<file path="config.mk">
export PLATFORM = sky130hd
export DESIGN_NAME = fir_tap_wr_ctrl
export DESIGN_NICKNAME = d
export VERILOG_FILES = /design/src/rtl/fir_tap_wr_ctrl.sv
export SDC_FILE = /design/constraint.sdc
export NUM_CORES = 2
export LEC_CHECK = 0
export CAP_MARGIN = 20
export CORE_MARGIN = 8
export CORE_UTILIZATION = 50
export DETAILED_ROUTE_END_ITERATION = 10
export DONT_BUFFER_PORTS = 1
export GPL_TIMING_DRIVEN = 0
export SLEW_MARGIN = 40
export SYNTH_ARGS = -nofsm -noshare
export SYNTH_HDL_FRONTEND = slang
export SYNTH_SLANG_ARGS = --single-unit
export TNS_END_PERCENT = 100
</file>
<file path="constraint.sdc">
create_clock -name clk -period 9.1 [get_ports clk]
set_input_delay 0.91 -clock clk [delete_from_list [all_inputs] [get_ports clk]]
set_output_delay 0.91 -clock clk [all_outputs]
set_load 0.1 [all_outputs]
</file>
<file path="src/rtl/fir_tap_wr_ctrl.sv">
// FIR tap-write controller: stages one coefficient set of TAP_NUM words in local RAM,
// checks the word count, then forwards it to the DDR write arbiter as one addressed burst.
module fir_tap_wr_ctrl #(
    parameter int                TAP_NUM    = 127,
    parameter int                DATA_W     = 32,
    parameter int                ADDR_W     = 32,
    parameter logic [ADDR_W-1:0] DDR_BASE   = 'h0100_0000,
    parameter int                TAP_STRIDE = 512
) (
    input  logic              clk,
    input  logic              rst_n,
    input  logic              fir_tap_wr_cmd_i,
    input  logic [31:0]       fir_tap_wr_addr_i,
    input  logic              fir_tap_wr_vld_i,
    input  logic [DATA_W-1:0] fir_tap_wr_data_i,
    output logic              wr_req_o,
    output logic [ADDR_W-1:0] wr_addr_o,
    input  logic              wr_ack_i,
    output logic              wr_valid_o,
    output logic [DATA_W-1:0] wr_data_o,
    output logic              wr_last_o,
    input  logic              wr_ready_i,
    output logic              busy_o,
    output logic              done_o,
    output logic              err_short_o,
    output logic              err_long_o,
    output logic              err_busy_o
);

    localparam int CNT_W = $clog2(TAP_NUM + 1);
    localparam int IDX_W = $clog2(TAP_NUM);
    localparam logic [CNT_W-1:0] CNT_FULL = CNT_W'(TAP_NUM);
    localparam logic [CNT_W-1:0] CNT_LAST = CNT_W'(TAP_NUM - 1);

    typedef enum logic [1:0] {
        S_IDLE    = 2'd0,
        S_COLLECT = 2'd1,
        S_REQ     = 2'd2,
        S_BURST   = 2'd3
    } state_e;

    state_e              state_q, state_d;
    logic                cmd_d1_q;
    logic [CNT_W-1:0]    wr_cnt_q, wr_cnt_d;
    logic                bad_q, bad_d;
    logic [ADDR_W-1:0]   wr_addr_q, wr_addr_d;
    logic [CNT_W-1:0]    rd_ptr_q, rd_ptr_d;
    logic                rd_pend_q, rd_pend_d;
    logic                rd_last_q, rd_last_d;
    logic [DATA_W-1:0]   rd_data_q;
    logic [DATA_W-1:0]   ob0_data_q, ob0_data_d, ob1_data_q, ob1_data_d;
    logic                ob0_last_q, ob0_last_d, ob1_last_q, ob1_last_d;
    logic [1:0]          ob_cnt_q, ob_cnt_d;
    logic                done_q, done_d;
    logic                err_short_q, err_short_d;
    logic                err_long_q, err_long_d;
    logic                err_busy_q, err_busy_d;

    logic [DATA_W-1:0]   ram [TAP_NUM];
    logic                ram_we;
    logic                rd_issue;
    logic                pop;
    logic                cmd_rise, cmd_fall, word_in;

    assign cmd_rise = fir_tap_wr_cmd_i & ~cmd_d1_q;
    assign cmd_fall = ~fir_tap_wr_cmd_i & cmd_d1_q;
    // A word coinciding with the falling edge still belongs to the frame.
    assign word_in  = fir_tap_wr_vld_i & (fir_tap_wr_cmd_i | cmd_d1_q);

    assign wr_req_o    = (state_q == S_REQ);
    assign wr_addr_o   = wr_addr_q;
    assign wr_valid_o  = (state_q == S_BURST) && (ob_cnt_q != 2'd0);
    assign wr_data_o   = ob0_data_q;
    assign wr_last_o   = wr_valid_o & ob0_last_q;
    assign busy_o      = (state_q != S_IDLE);
    assign done_o      = done_q;
    assign err_short_o = err_short_q;
    assign err_long_o  = err_long_q;
    assign err_busy_o  = err_busy_q;
    assign pop         = wr_valid_o & wr_ready_i;

    // NOTE: every signal driven here gets a default first, so no latch is inferred.
    always_comb begin
        state_d     = state_q;
        wr_cnt_d    = wr_cnt_q;
        bad_d       = bad_q;
        wr_addr_d   = wr_addr_q;
        rd_ptr_d    = rd_ptr_q;
        rd_last_d   = rd_last_q;
        done_d      = 1'b0;
        err_short_d = 1'b0;
        err_long_d  = 1'b0;
        err_busy_d  = 1'b0;
        ram_we      = 1'b0;
        rd_issue    = 1'b0;

        unique case (state_q)
            S_IDLE: begin
                if (cmd_rise) begin
                    wr_addr_d = DDR_BASE + ADDR_W'(fir_tap_wr_addr_i) * ADDR_W'(TAP_STRIDE);
                    wr_cnt_d  = '0;
                    bad_d     = 1'b0;
                    state_d   = S_COLLECT;
                end
            end
            S_COLLECT: begin
                if (word_in) begin
                    if (wr_cnt_q < CNT_FULL) begin
                        ram_we   = 1'b1;
                        wr_cnt_d = wr_cnt_q + 1'b1;
                    end else begin
                        err_long_d = 1'b1;
                        bad_d      = 1'b1;
                    end
                end
                if (cmd_fall) begin
                    rd_ptr_d = '0;
                    if (bad_d) begin
                        state_d = S_IDLE;
                    end else if (wr_cnt_d == CNT_FULL) begin
                        state_d = S_REQ;
                    end else begin
                        err_short_d = 1'b1;
                        state_d     = S_IDLE;
                    end
                end
            end
            S_REQ: begin
                err_busy_d = cmd_rise;
                if (wr_ack_i) begin
                    rd_issue = 1'b1;
                    state_d  = S_BURST;
                end
            end
            S_BURST: begin
                err_busy_d = cmd_rise;
                // Keep buffered plus in-flight words within the two skid entries.
                rd_issue = (rd_ptr_q < CNT_FULL) &&
                           (int'(ob_cnt_q) + int'(rd_pend_q) - int'(pop) < 2);
                if (pop && ob0_last_q) begin
                    done_d  = 1'b1;
                    state_d = S_IDLE;
                end
            end
            default: state_d = S_IDLE;
        endcase

        rd_pend_d = rd_issue;
        if (rd_issue) begin
            rd_ptr_d  = rd_ptr_q + 1'b1;
            rd_last_d = (rd_ptr_q == CNT_LAST);
        end

        ob0_data_d = ob0_data_q;
        ob0_last_d = ob0_last_q;
        ob1_data_d = ob1_data_q;
        ob1_last_d = ob1_last_q;
        ob_cnt_d   = ob_cnt_q;
        if (pop) begin
            ob0_data_d = ob1_data_q;
            ob0_last_d = ob1_last_q;
            ob_cnt_d   = ob_cnt_d - 2'd1;
        end
        if (rd_pend_q) begin
            if (ob_cnt_d == 2'd0) begin
                ob0_data_d = rd_data_q;
                ob0_last_d = rd_last_q;
            end else begin
                ob1_data_d = rd_data_q;
                ob1_last_d = rd_last_q;
            end
            ob_cnt_d = ob_cnt_d + 2'd1;
        end
    end

    // NOTE: coefficient RAM and its read register carry no reset; nothing reads them before a write.
    always_ff @(posedge clk) begin
        if (ram_we) ram[wr_cnt_q[IDX_W-1:0]] <= fir_tap_wr_data_i;
        if (rd_issue) rd_data_q <= ram[rd_ptr_q[IDX_W-1:0]];
    end

    // NOTE: state is updated with non-blocking assignments only, so all flops see pre-edge values.
    always_ff @(posedge clk or negedge rst_n) begin
        if (!rst_n) begin
            state_q     <= S_IDLE;
            cmd_d1_q    <= 1'b0;
            wr_cnt_q    <= '0;
            bad_q       <= 1'b0;
            wr_addr_q   <= '0;
            rd_ptr_q    <= '0;
            rd_pend_q   <= 1'b0;
            rd_last_q   <= 1'b0;
            ob0_data_q  <= '0;
            ob0_last_q  <= 1'b0;
            ob1_data_q  <= '0;
            ob1_last_q  <= 1'b0;
            ob_cnt_q    <= 2'd0;
            done_q      <= 1'b0;
            err_short_q <= 1'b0;
            err_long_q  <= 1'b0;
            err_busy_q  <= 1'b0;
        end else begin
            state_q     <= state_d;
            cmd_d1_q    <= fir_tap_wr_cmd_i;
            wr_cnt_q    <= wr_cnt_d;
            bad_q       <= bad_d;
            wr_addr_q   <= wr_addr_d;
            rd_ptr_q    <= rd_ptr_d;
            rd_pend_q   <= rd_pend_d;
            rd_last_q   <= rd_last_d;
            ob0_data_q  <= ob0_data_d;
            ob0_last_q  <= ob0_last_d;
            ob1_data_q  <= ob1_data_d;
            ob1_last_q  <= ob1_last_d;
            ob_cnt_q    <= ob_cnt_d;
            done_q      <= done_d;
            err_short_q <= err_short_d;
            err_long_q  <= err_long_d;
            err_busy_q  <= err_busy_d;
        end
    end

endmodule

</file>
---- Yosys cells after proc, flatten, opt, wreduce, memory -nomap -nowiden ----
Memories as Yosys holds them, arrays and structs flattened. A register that Yosys moved wholly into a read port is not among the register bits.
Index checks and enable logic that the tools add are counted.
storage, ports and cells
  bits in read-only memories .............. 0
  latch bits .............................. 0
  memory bits (writable) .................. 4,064
  memories ................................ 1
  register bits after elaboration ......... 124
  input port bits ......................... 70
memories
  memory  words  width  read ports  clocked after memory_dff  wr ports  line  text
  ram     127    32     1           1                         1         59    logic [DATA_W-1:0] ram [TAP_NUM];
cells by class
  multiply operators ...................... 0
  equal/unequal tests ..................... 9
  divide/modulo/power cells ............... 0
  mux-type cells .......................... 45
  shift operators ......................... 0
  reductions and logical operators ........ 16
  bitwise gates (word level) .............. 9
  add/subtract/negate cells ............... 7
  $lt $le $gt $ge ......................... 3
operators by type and width
  kind                    number
  $mux 32                 3
  $mux 7                  7
  $add 25x32->32 const A  1
  $mux 1                  23
  $mux 2                  8
  $add 7x1->7 const B     2
  $eq 7x7->1 const B      2
  $lt 7x7->1 const B      2
  $pmux 7 s2              1
  $reduce_bool 2->1       5
  $pmux 2 s4              1
  $reduce_and 2->1        4
  $and 1x1->1             5
  $eq 2x2->1 const B      2
  $logic_not 2->1         2
  $lt 4x3->1 const B      1
  $ne 2x1->1 const B      2
  $ne 2x2->1 const B      2
  $pmux 1 s2              2
  $reduce_and 4->1        1
  $sub 3x1->4             1
  $add 2x1->3             1
  $logic_and 1x1->1       3
  $not 1->1               3
  5 further kinds         5

---- Depth between registers and ports, before layout ----
  depth in word-level cells ............... 9
  gate-level depth with buffers ........... 17
  depth with buffers taken out ............ 16

---- Worst setup path after synthesis ----
OpenSTA, ideal clock, no wires.
  kind .................................... reg2reg
  start ................................... register ob_cnt_q[1]
  end ..................................... register rd_data_q[0] (read register of ram), enable pin
  clock period less this slack ............ 5,525 ps
  setup slack ............................. 3,575 ps
  arrival time ............................ 5,118 ps
  setup time .............................. 407 ps
  stages on the path, launching flop included .. 16
  required time ........................... 8,693 ps
  cell sequence ........................... dfrtp_1 -> inv_1 -> ha_1 -> nor2_1 -> nand2_1 -> inv_1 -> ha_1 -> inv_1 -> ha_1 -> inv_1 -> fa_1 -> nand2b_1 -> a21oi_1 -> o211ai_1 -> a21boi_0 -> clkbuf_1
between the ends
  cells in the longest elaborated chain, start to end .. 7
RTL lines
  item                      line  text
  start: declaration        53    logic [1:0] ob_cnt_q, ob_cnt_d;
  start signal: assignment  215   ob_cnt_q <= ob_cnt_d;
  $reduce_bool 2->1         72    assign wr_valid_o = (state_q == S_BURST) && (ob_cnt_q != 2'd0);
  $logic_and 1x1->1         72
  net wr_valid_o            19    output logic wr_valid_o,
  $and 1x1->1               80    assign pop = wr_valid_o & wr_ready_i;
  $sub 3x1->4               139   (int'(ob_cnt_q) + int'(rd_pend_q) - int'(pop) < 2);
  $lt 4x3->1                139
  $logic_and 1x1->1         138   rd_issue = (rd_ptr_q < CNT_FULL) &&
  $pmux 1 s2                97    unique case (state_q)
  net rd_issue              61    logic rd_issue;
  end: declaration          50    logic [DATA_W-1:0] rd_data_q;
The timed path passes the listed nets, and every way through them passes these cells.
A chain may end at the register's enable or synchronous reset.

---- Final worst setup path ----
  start ................................... register rd_ptr_q[3]
  end ..................................... register rd_data_q[16] (read register of ram) (data pin)
between the ends
  cells in the longest elaborated chain, start to end .. 3
RTL lines
  item                      line  text
  start: declaration        47    logic [CNT_W-1:0] rd_ptr_q, rd_ptr_d;
  start signal: assignment  208   rd_ptr_q <= rd_ptr_d;
  $lt 7x7->1                138
  $logic_and 1x1->1         138
  $pmux 1 s2                97
Parallel ways exist; a longest one is shown, timed or not.

==> summary.md <==
| Metric | Value |
|---|---|
| Number of max-slew violations in the final report | `0` |
| Maximum Capacitance Violations | `0` |
| Final critical-path setup slack | `3.28 ns` |
| Starting DRT DRC Count | `18.8k` |
| Post-synthesis average cell area | `20.9 sq um` |
| Sequential share of the synthesized area | `0.776` |
| Setup repair after global routing missed its margin | `no` |
| Maximum cell stage delay along the critical path | `0.82 ns` |
| Critical-path top delay cell | `a21oi_1` |
| Transition time at the pin with the least slew margin | `1.03 ns` |
| Fraction of met3 tracks used by global routing | `0.122` |
| Run status | `completed` |
| Final std cells w/o fill | `13.3k` |
| Overall power consumption | `40.3 mW` |
| # port buffers | `0` |
| Share of final-layout standard cells stronger than drive strength 1 | `0.282` |
| Initial core utilization | `0.501` |
| Total Neg Setup Slack | `0 ns` |
| Crit-path max FO | `10` |
| Count of mapped cells out of synthesis | `7746` |
| Sort of element at the start of the critical path | `flip-flop` |
| Die height | `roughly 590 microns` |
| Std-Cell Rows | `209` |
| CTS tree | `yes` |
| Clk pin slew, worst setup/hold paths | `0.06 ns` |
| GRT met1 Usage | `0.464` |
| Distinct cells, synth | `67` |
| Power Dens Cells | `210 nW/um^2` |
| Placed cell count | `12.5k` |
| Nets | `a little under 9k` |
| Pre-CTS setup slack | `3.46 ns` |
| Area enclosed by the die boundary | `343000 sq um` |
| Number of global-route vias before repair | `86.6k` |
| Antenna violations before repair | `75` |
| Worst endpoint data arrival time | `6.51 ns` |
| Class of the most critical setup path | `reg -> reg` |
| Sink count of the clock tree | `approximately 4.2k` |
| Longest Clk Path Bufs | `4` |
| Final global-route overflow total | `0` |
| Area after DPL | `177000 sq um` |
| DRC violations left | `0` |
| Ratio of routed vias to standard cells | `between 6 and 7` |
| GRT Total Usage | `0.355` |
| Summed instance area of the synthesized netlist | `162000 sq um` |
| Signed area change from the synthesized netlist to the final layout | `18.1%` |
| Pre-Repair DR Iteration Count | `8` |
| Fraction of synthesized cell area taken by the top area cell type | `0.759` |
| Boundary pin count | `142` |
| Die extent in x | `585 microns` |
| Final worst clock skew | `0.0458 ns` |
| Final routed wirelength across all metal layers | `between 600000 and 700000 microns` |
| Top Usage Layer GRT | `met2` |
| Min-delay worst type | `in -> reg` |
| Dominant cell type by count on the critical path | `buf_2` |
| Source-to-sink clock delay at the later pin of the worst-skew pair | `slightly above 1 ns` |
| Cell type contributing the most total cell area after synthesis | `edfxtp_1` |
| Async set-reset flop share out of synthesis | `0.0273` |
| Std-Cell Core Area | `323000 sq um` |
| Number of hold-slack violations in the final timing report | `0` |
| Number of nets with antenna violations after detailed routing | `0` |
| Pin count of the biggest net entering global routing | `128` |
| Prevailing post-synth register cell | `edfxtp_1` |
| Nature of the critical path endpoint | `flip-flop` |
| Hold Worst Slack | `between 0.03 and 0.04 ns` |
| Global routing usage on met2 | `0.511` |
| Top area cells in the synthesized netlist | `edfxtp_1, mux4_2, mux2i_1` |
| Peak VDD IR | `~0.2 mV` |
| First-pass GRT wire length | `slightly above 800000 microns` |
| CP cell instances | `buf_2 -> inv_1 -> nor2_1 -> buf_2 -> clkbuf_2 -> a211oi_1 -> a21oi_1 -> a221oi_2 -> a31oi_1` |
| Routability congestion estimate from global placement | `around 1.0` |
| Final design instance area without fill | `between 150000 and 200000 sq um` |
| Minimum clock period after layout | `slightly below 6 ns` |
| Post-synth EDFFs | `4096` |
| Remaining max-slew budget at the tightest pin | `0.313` |
| Post-DR wirelength/cell | `46.5 microns` |
| Count of vias placed by the detailed router | `92.7k` |
| Synthesized flop and latch total | `4211` |
| DPL Wire Length | `420000 microns` |
| Worst path required time | `~10 ns` |
| CP top delay family | `buffers and inverters` |
| Leakage power | `between 50 and 60 nW` |
| Clk Tree Root Cell | `clkbuf_16` |
| Setup-violating endpoint count in the final report | `0` |
| Syn. warnings | `0` |
| Number of buffer and inverter stages on the critical path | `4` |
| Total clock buffers created by CTS | `432` |
| Period utilisation layout | `0.640` |
| Number of H-tree levels | `5` |
| Post-layout utilization of the core | `0.592` |
| Fmax | `0.172 GHz` |
| Post-cts resize count | `0` |
==> kinds of logic after synthesis <==
family	after synthesis	synth area share
AO/OA/AOI/OAI	1032	0.0435
XOR/XNOR	7	0.000378
adder cells (fa/ha/maj)	10	0.000818
buffers and inverters	476	0.0175
flip-flops	4211	0.776
multiplexers	1463	0.147
other	1	0.0000231
AND/OR/NAND/NOR	546	0.0143
==> worst paths after layout <==
kind / from / to / slack, ns / cells after the start
worst max-delay path: rd_ptr_q[3] / rd_data_q[16] / 3.28 / 9
worst min-delay path: fir_tap_wr_data_i[25] / ram[87][25] / 0.03 / 0
worst max register to register: rd_ptr_q[3] / rd_data_q[16] / 3.28 / 9
worst min register to register: rd_data_q[8] / wr_data_o[8] / 0.49 / 2
max in group asynchronous: rst_n / wr_data_o[27] / 8.07 / 2
min in group asynchronous: rst_n / wr_data_o[15] / 0.55 / 2
==> state kept, by name, indices dropped and copies added (netlist names), named ones only <==
name / cells
cmd_d1_q: 1
ob1_last_q: 1
rd_last_q: 1
err_long_o: 1
rd_pend_q: 1
rd_ptr_q: 7
err_short_o: 1
ob0_last_q: 1
ob_cnt_q: 2
rd_data_q: 32
ram: 4064
wr_cnt_q: 7
ob1_data_q: 32
wr_addr_o: 23
err_busy_o: 1
state_q: 1
wr_data_o: 32
bad_q: 1
done_o: 1
==> routing by layer <==
layer	up-vias	wire (microns)
met5	-	107
met2	7889	264000
met1	49000	213000
met4	16	51300
met3	1662	92100
li1	34200	-
==> power by group <==
part,leakage [nW],internal (mW),switching [mW]
combinational,14.5,0.199,0.502
sequential,38.3,21.3,0.220
clock,7.01,10.3,7.71
total,59.8,31.9,8.43
==> final cells by class <==
| class | instances | area (sq um) |
|---|---|---|
| flip-flops and latches | 4211 | 126000 |
| repair buffers | 402 | 7720 |
| clock inverters | 299 | 2990 |
| multi-input cells | 3067 | 35000 |
| fillers | 23200 | 132000 |
| inverters | 17 | 65.1 |
| plain buffers | 459 | 2930 |
| clock buffers | 508 | 11300 |
| well taps | 4325 | 5410 |
| diodes | 30 | 75.1 |
==> synth_stat cells, types with 10 or more instances <==
master	number
nand2_1	256
a22o_1	52
o22ai_1	73
nor3_1	10
a221oi_1	62
nand3_1	42
edfxtp_1	4096
mux4_2	716
nor2b_1	20
a21oi_1	231
nor2_1	165
clkbuf_1	162
dfrtp_1	115
mux2_2	100
o21ai_0	174
buf_1	19
a2111oi_2	12
buf_8	14
a31oi_1	44
buf_6	45
o221ai_1	50
a211oi_1	49
a2111oi_0	19
buf_2	138
mux2i_1	640
inv_1	13
o211ai_1	45
a22oi_1	146
buf_4	74
o32a_1	19
==> placed cells by master (no fill, tap or decap), types with 51 or more instances in the layout <==
cell	instances
o21ai_0	169
a221oi_1	60
edfxtp_1	4096
mux2i_1	640
mux2_2	100
dfrtp_1	62
buf_6	64
clkbuf_16	440
clkinv_2	103
buf_16	166
buf_8	177
clkbuf_2	102
mux4_2	716
a21oi_1	227
clkbuf_1	124
nand2_1	254
dfrtp_2	53
a22o_1	52
clkinv_1	100
o22ai_1	73
a22oi_1	146
nor2_4	130
buf_2	157
buf_4	97
bufinv_16	51
==> repair_timing <==
action / 4_1_cts / 5_1_grt
hold buffers: 18 / 4
setup buffers: 0 / 0
endpoints found under the hold margin: 267 / 15
Power figures use the tool's default switching activity.
